### src/rtl/mem_game_pkg.sv
// mem_game_pkg: shared types and constants for the memory-game round controller.
//   - state_t : round controller states
//   - DIG_W   : default bits per pattern digit / key code
//   - KEY_*   : key code constants for the four game keys
package mem_game_pkg;

  localparam int DIG_W = 2;

  typedef enum logic [2:0] {
    IDLE     = 3'd0,
    ARM      = 3'd1,
    WAIT_RND = 3'd2,
    SHOW     = 3'd3,
    COLLECT  = 3'd4,
    WIN      = 3'd5,
    LOSE     = 3'd6
  } state_t;

  localparam logic [DIG_W-1:0] KEY_0 = 2'd0;
  localparam logic [DIG_W-1:0] KEY_1 = 2'd1;
  localparam logic [DIG_W-1:0] KEY_2 = 2'd2;
  localparam logic [DIG_W-1:0] KEY_3 = 2'd3;

endpackage

### src/rtl/show_timer.sv
// show_timer: paces pattern replay. Each digit is displayed for SHOW_CYC
// cycles, then a blank gap of SHOW_CYC cycles follows.
// Ports:
//   clk, rst : clock, asynchronous active-low reset
//   en       : high while the controller is in SHOW; low holds the timer cleared
//   phase    : 0 = digit phase, 1 = blank phase
//   done     : one-cycle pulse in the last cycle of a blank phase
// The cycle counter restarts at 0 on every phase change, so every digit and
// every gap gets the full SHOW_CYC cycles.
module show_timer #(
  parameter int unsigned SHOW_CYC = 24'd12_500_000
) (
  input  logic clk,
  input  logic rst,
  input  logic en,
  output logic phase,
  output logic done
);

  localparam int CW = (SHOW_CYC > 1) ? $clog2(SHOW_CYC) : 1;
  localparam logic [CW-1:0] LAST = CW'(SHOW_CYC - 1);

  logic [CW-1:0] cnt;
  logic          last;

  assign last = (cnt == LAST);
  assign done = en && phase && last;

  always_ff @(posedge clk or negedge rst) begin
    if (!rst) begin
      cnt   <= '0;
      phase <= 1'b0;
    end else if (!en) begin
      cnt   <= '0;
      phase <= 1'b0;
    end else if (last) begin
      cnt   <= '0;
      phase <= ~phase;
    end else begin
      cnt   <= cnt + 1'b1;
    end
  end

endmodule

### src/rtl/mem_round_ctrl.sv
// mem_round_ctrl: game-round controller for a memory (repeat-the-pattern) game.
// Starts the random-delay generator (rnd_go), captures one random digit per
// round when it times out (rnd_to), halts it (rnd_stop), replays the pattern on
// the display, then checks the player's keys.
// Ports:
//   clk, rst             : clock, asynchronous active-low reset
//   start                : player start pulse (IDLE only)
//   rnd_to               : generator timeout pulse (WAIT_RND only)
//   rnd_go, rnd_stop     : one-cycle pulses to the generator
//   key_valid, key_code  : player key pulse and code (COLLECT only)
//   show_valid, show_code: digit being displayed (code 0 when not valid)
//   level                : current pattern length, 0 in IDLE
//   busy                 : high outside IDLE
//   pass, fail           : one-cycle game result pulses
// Build option: define KEY_TIMEOUT_EN to give each key entry TMO_CYC cycles;
// without it COLLECT waits indefinitely and TMO_CYC is unused.
module mem_round_ctrl #(
  parameter int unsigned SEQ_LEN  = 8,
  parameter int unsigned DIG_W    = 2,
  parameter int unsigned SHOW_CYC = 24'd12_500_000,
  parameter int unsigned TMO_CYC  = 28'd250_000_000
) (
  input  logic             clk,
  input  logic             rst,
  input  logic             start,
  input  logic             rnd_to,
  output logic             rnd_go,
  output logic             rnd_stop,
  input  logic             key_valid,
  input  logic [DIG_W-1:0] key_code,
  output logic             show_valid,
  output logic [DIG_W-1:0] show_code,
  output logic [3:0]       level,
  output logic             busy,
  output logic             pass,
  output logic             fail
);
  import mem_game_pkg::*;

  localparam int IW = (SEQ_LEN > 1) ? $clog2(SEQ_LEN) : 1;

  state_t                        state;
  logic [7:0]                    rnd_cnt;
  logic [SEQ_LEN-1:0][DIG_W-1:0] seq;
  logic [IW-1:0]                 idx;
  logic [IW-1:0]                 lvl_idx;
  logic                          show_phase;
  logic                          show_done;
  logic                          tmo_hit;

  // Slot of the newest digit / last digit of the current round.
  assign lvl_idx = IW'(level - 4'd1);

  // Free-running entropy source: the generator's delay is player-dependent,
  // so the count at timeout is effectively random.
  always_ff @(posedge clk or negedge rst) begin
    if (!rst) rnd_cnt <= '0;
    else      rnd_cnt <= rnd_cnt + 8'd1;
  end

  show_timer #(.SHOW_CYC(SHOW_CYC)) u_show_timer (
    .clk   (clk),
    .rst   (rst),
    .en    (state == SHOW),
    .phase (show_phase),
    .done  (show_done)
  );

`ifdef KEY_TIMEOUT_EN
  localparam int TW = (TMO_CYC > 1) ? $clog2(TMO_CYC) : 1;
  localparam logic [TW-1:0] TMO_LAST = TW'(TMO_CYC - 1);

  logic [TW-1:0] tmo_cnt;

  assign tmo_hit = (tmo_cnt == TMO_LAST);

  // Any key restarts the window; a wrong key leaves COLLECT anyway.
  always_ff @(posedge clk or negedge rst) begin
    if (!rst)                               tmo_cnt <= '0;
    else if (state != COLLECT || key_valid) tmo_cnt <= '0;
    else if (!tmo_hit)                      tmo_cnt <= tmo_cnt + 1'b1;
  end
`else
  assign tmo_hit = 1'b0;
`endif

  assign busy       = (state != IDLE);
  assign show_valid = (state == SHOW) && !show_phase;
  assign show_code  = show_valid ? seq[idx] : '0;

  always_ff @(posedge clk or negedge rst) begin
    if (!rst) begin
      state    <= IDLE;
      level    <= '0;
      idx      <= '0;
      seq      <= '0;
      rnd_go   <= 1'b0;
      rnd_stop <= 1'b0;
      pass     <= 1'b0;
      fail     <= 1'b0;
    end else begin
      rnd_go   <= 1'b0;
      rnd_stop <= 1'b0;
      pass     <= 1'b0;
      fail     <= 1'b0;
      unique case (state)
        IDLE: if (start) begin
          level  <= 4'd1;
          rnd_go <= 1'b1;            // high for the whole ARM cycle
          state  <= ARM;
        end
        ARM: state <= WAIT_RND;
        WAIT_RND: if (rnd_to) begin
          seq[lvl_idx] <= rnd_cnt[DIG_W-1:0];
          rnd_stop     <= 1'b1;
          idx          <= '0;
          state        <= SHOW;
        end
        SHOW: if (show_done) begin
          if (idx == lvl_idx) begin
            idx   <= '0;
            state <= COLLECT;
          end else begin
            idx   <= idx + 1'b1;
          end
        end
        COLLECT: begin
          // A key in the expiry cycle takes priority over the timeout.
          if (key_valid) begin
            if (key_code != seq[idx]) begin
              fail     <= 1'b1;
              rnd_stop <= 1'b1;
              state    <= LOSE;
            end else if (idx == lvl_idx) begin
              pass  <= (level == 4'(SEQ_LEN));
              state <= WIN;
            end else begin
              idx   <= idx + 1'b1;
            end
          end else if (tmo_hit) begin
            fail     <= 1'b1;
            rnd_stop <= 1'b1;
            state    <= LOSE;
          end
        end
        WIN: if (level == 4'(SEQ_LEN)) begin
          level <= '0;
          state <= IDLE;
        end else begin
          level  <= level + 4'd1;
          rnd_go <= 1'b1;
          state  <= ARM;
        end
        LOSE: begin
          level <= '0;
          state <= IDLE;
        end
        default: state <= IDLE;
      endcase
    end
  end

endmodule
### config.mk
export PLATFORM = sky130hd
export DESIGN_NAME = mem_round_ctrl
export DESIGN_NICKNAME = d
export VERILOG_FILES = /design/src/rtl/mem_game_pkg.sv /design/src/rtl/show_timer.sv /design/src/rtl/mem_round_ctrl.sv
export SDC_FILE = /design/constraint.sdc
export NUM_CORES = 1
export LEC_CHECK = 0
export ABC_AREA = 1
export CAP_MARGIN = 5
export CORE_ASPECT_RATIO = 0.9
export CORE_MARGIN = 2
export CORE_UTILIZATION = 40
export DETAILED_ROUTE_END_ITERATION = 8
export DONT_BUFFER_PORTS = 1
export GPL_ROUTABILITY_DRIVEN = 0
export PLACE_DENSITY = 0.57
export SYNTH_ARGS = -nofsm -noshare
export SYNTH_HDL_FRONTEND = slang
export SYNTH_HIERARCHICAL = 1
export SYNTH_SLANG_ARGS = --single-unit
### constraint.sdc
create_clock -name clk -period 2.61 [get_ports clk]
set_clock_uncertainty 0.05 [all_clocks]
set_input_delay 0 -clock clk [delete_from_list [all_inputs] [get_ports clk]]
set_output_delay 0 -clock clk [all_outputs]
set_load 0.01 [all_outputs]
==> impl_metrics.ini <==
[clocking]
postCtsResizedCells = 0
cts_sinks = 57
max-clock-path-buffers = 2
postCtsSetupRepairBufs = 0
cts_htree_levels = 3
clockRootBuffer = clkbuf_8
clkSlewWorstSetupHoldPaths_ns = 0.07
clk_latency_ns = 0.35
cts_tree = built
numCtsBuffers = 9
cts.hold.buffers_added = 7

[pwr]
power_leakage_nw = 1.696
p_clk_share_pct = 29.7
irDropWorstVdd_mv = 0.4143
p_int_mw = 1.981
power_frac_seq_pct = 37.3
swShare_pct = 38.83
power_mw = 3.239
power_density_nw_per_um2 = 860.1
p_switching_mw = 1.258
p_comb_share_pct = 33.1

[setup_path]
critPathCaptureType = flip-flop
critPathRequiredTime_ns = 2.84
start_kind = flip-flop
cpMostUsedCell = nand3_1
crit_path_cell_trace = inv_2 -> nand2_1 -> nand3_1 -> nand3_1 -> nand3_1 -> nand2_1 -> nand3_1 -> dlygate4sd3_1 -> nor2_1
arrival_ns = 2.50
cpPeakStageDelay_ns = 0.64
critical_path.slowest_cell = dfrtp_1
rrSetupSlack_ns = 0.34
cp_max_fo = 13
worstSetupPathType = reg2reg

[sta]
report.final.setup_viol = 0
clock.fmax_mhz = 440.7
period_share_pct = 86.93
worst_slew_pin_slew_ns = 0.5852
hold_viol_final = 0
setup-tns-final_ns = 0
rsz0062_at_grt = no
timing.slew.headroom_pct = 60.94
hold_slack_ns = 0.02433
period_needed_ns = 2.269
drv_slew = 0

[route]
via_per_inst = 4.892
dr.pass1.iters = 4
route.detailed.drc = 0
drtIter0Drc = 133
vias = 2901
post_drt_wl_per_cell_um = 13.04
drtAntennaViolNets = 0
drt-total-wl_um = 7731

[synth]
syn-num-nets = 485
ys_types = 31
ys_seq_elements = 57
ys_seq_area_share_pct = 42.57
synthArstFlopShare_pct = 100.0
ys.flop_type = dfrtp_1
syn_area_um2 = 3351
ys.warnings.count = 6
avgSynthCellArea_um2 = 7.069
synth_edf_count = 0
syn_inst = 474

[floorplan]
coreArea_um2 = 8107
die_x_um = 100.5
rows = 31
die_area_um2 = 9126
initial_utilization_pct = 41.33
io_pins = 19
die_h_um = 90.83

[job]
cap_violations = 0

[global_route]
grt_max_degree = 58
grt_first_pass_wirelength_um = 13240
track_usage_pct = 18.52
antenna_found_initial = 0
grt-ovfl-total = 0
first_global_vias = 2733

[finish]
syn2layout_area_growth_pct = 12.40
fill_cells = 841
drive_gt1_share_pct = 10.12
final_net_count = 500
n_antenna_cell = 0
utilization_pct = 46.46

[min_path]
worstHoldPathType = in2reg

[placement]
hpwl_um = 5629
port_buffers = 0

[status]
outcome = finished clean
cells by family (layout without fill, tap and decap cells):
family                   after synthesis  in the layout  share of synthesized area [%]
AO/OA/AOI/OAI                         36             36                          5.639
XOR/XNOR                               8              8                          2.091
adder cells (fa/ha/maj)                4              4                          1.494
buffers and inverters                 77             97                          9.148
flip-flops                            57             57                          42.57
AND/OR/NAND/NOR                      292            292                          39.06
per-layer routing:
metal | part of all wire (%) | global-route usage [%] | vias to the layer above
li1 | - | - | 1510
met1 | 51 | 26.28 | 1339
met2 | 44 | 27.13 | 44
met3 | 4.1 | 5.108 | 8
met4 | 1.4 | 6.164 | 0
met5 | 0 | 0 | -
power by group through the flow:
stage,logic (mW),clock network [mW],registers (mW)
3_5_place_dp,1.03,0,1.22
6_report,1.07,0.962,1.21
3_3_place_gp,1.02,0,1.22
2_1_floorplan,0.863,0,1.17
4_1_cts,1.07,0.991,1.21
5_1_grt,1.24,1.03,1.23
flip-flops by register name, summed over array words and instances (netlist names):
name	cells
idx	3
u_show_timer/cnt	24
rnd_stop	1
rnd_cnt	2
level	4
fail	1
u_show_timer/phase	1
pass	1
state	3
seq	16
rnd_go	1
area by class of cell:
class	count	area [um2]	area share, %
clock buffer	10	137.6	3.654
clock inverter	6	91.34	2.425
inverter	73	274.0	7.276
multi-input combinational	340	1618	42.96
sequential	57	1426	37.87
tap	99	123.9	3.289
timing repair buffer	8	95.09	2.525
synth_stat cells, types with 2 or more instances:
cell type  number  area, um2
ha_1            4      50.05
o22ai_1         2      12.51
nand3_1        35      175.2
nor2_1         74      277.8
nand3_2         4      40.04
nand2_1       132      495.5
o21ai_0        20      100.1
inv_1          68      255.2
xor2_1          6      52.55
nor3_1         13      65.06
nor2_2          5      31.28
inv_2           4      15.01
nand2_2        10      62.56
nand4_1         7      43.79
buf_6           2      22.52
nor2_4          5      56.30
dfrtp_1        57       1426
a21oi_1        12      60.06
xnor2_1         2      17.52
worst max-delay path, delay by kind of cell, from the launching register on:
kind	cells	cell delay, ns
and+or+nand+nor	7	0.72
DFF	1	0.64
buffers and inverters	2	0.77
through the flow:
stage / setup slack [ns] / area [um2] / std cells
after floorplan: 0.5212 / 3351 / 474
after global placement: 0.4957 / 3450 / 570
after detailed placement: 0.4519 / 3450 / 570
after CTS: 0.3605 / 3766 / 593
after global routing: 0.1401 / 3766 / 593
final: 0.3410 / 3766 / 593
layout by cell type, fill, tap and decap left out:
cell type,count
a21boi_0,1
a21oi_1,12
a21oi_2,1
and2_1,1
buf_16,1
buf_4,1
bufinv_16,2
clkbuf_8,10
clkinv_1,1
clkinv_4,1
clkinvlp_4,3
dfrtp_1,57
dlygate4sd3_1,6
ha_1,4
inv_1,68
inv_2,4
nand2_1,132
nand2_2,10
nand3_1,35
nand3_2,4
nand4_1,7
nor2_1,74
nor2_2,5
nor2_4,5
nor3_1,13
nor3_2,1
nor3b_1,1
nor3b_4,1
nor4_1,1
o21ai_0,20
o22ai_1,2
or2_0,1
or2_2,1
xnor2_1,2
xor2_1,6
final timing paths:
check	start	to	depth (start not counted)
max	idx[0]	pass	9
min	start	state[0]	4
max reg2reg	idx[0]	pass	9
min reg2reg	seq[6]	seq[6]	2
max in group asynchronous	rst	u_show_timer/cnt[11]	2
min in group asynchronous	rst	u_show_timer/cnt[13]	2
No activity file was read; power rests on OpenSTA's default activity.
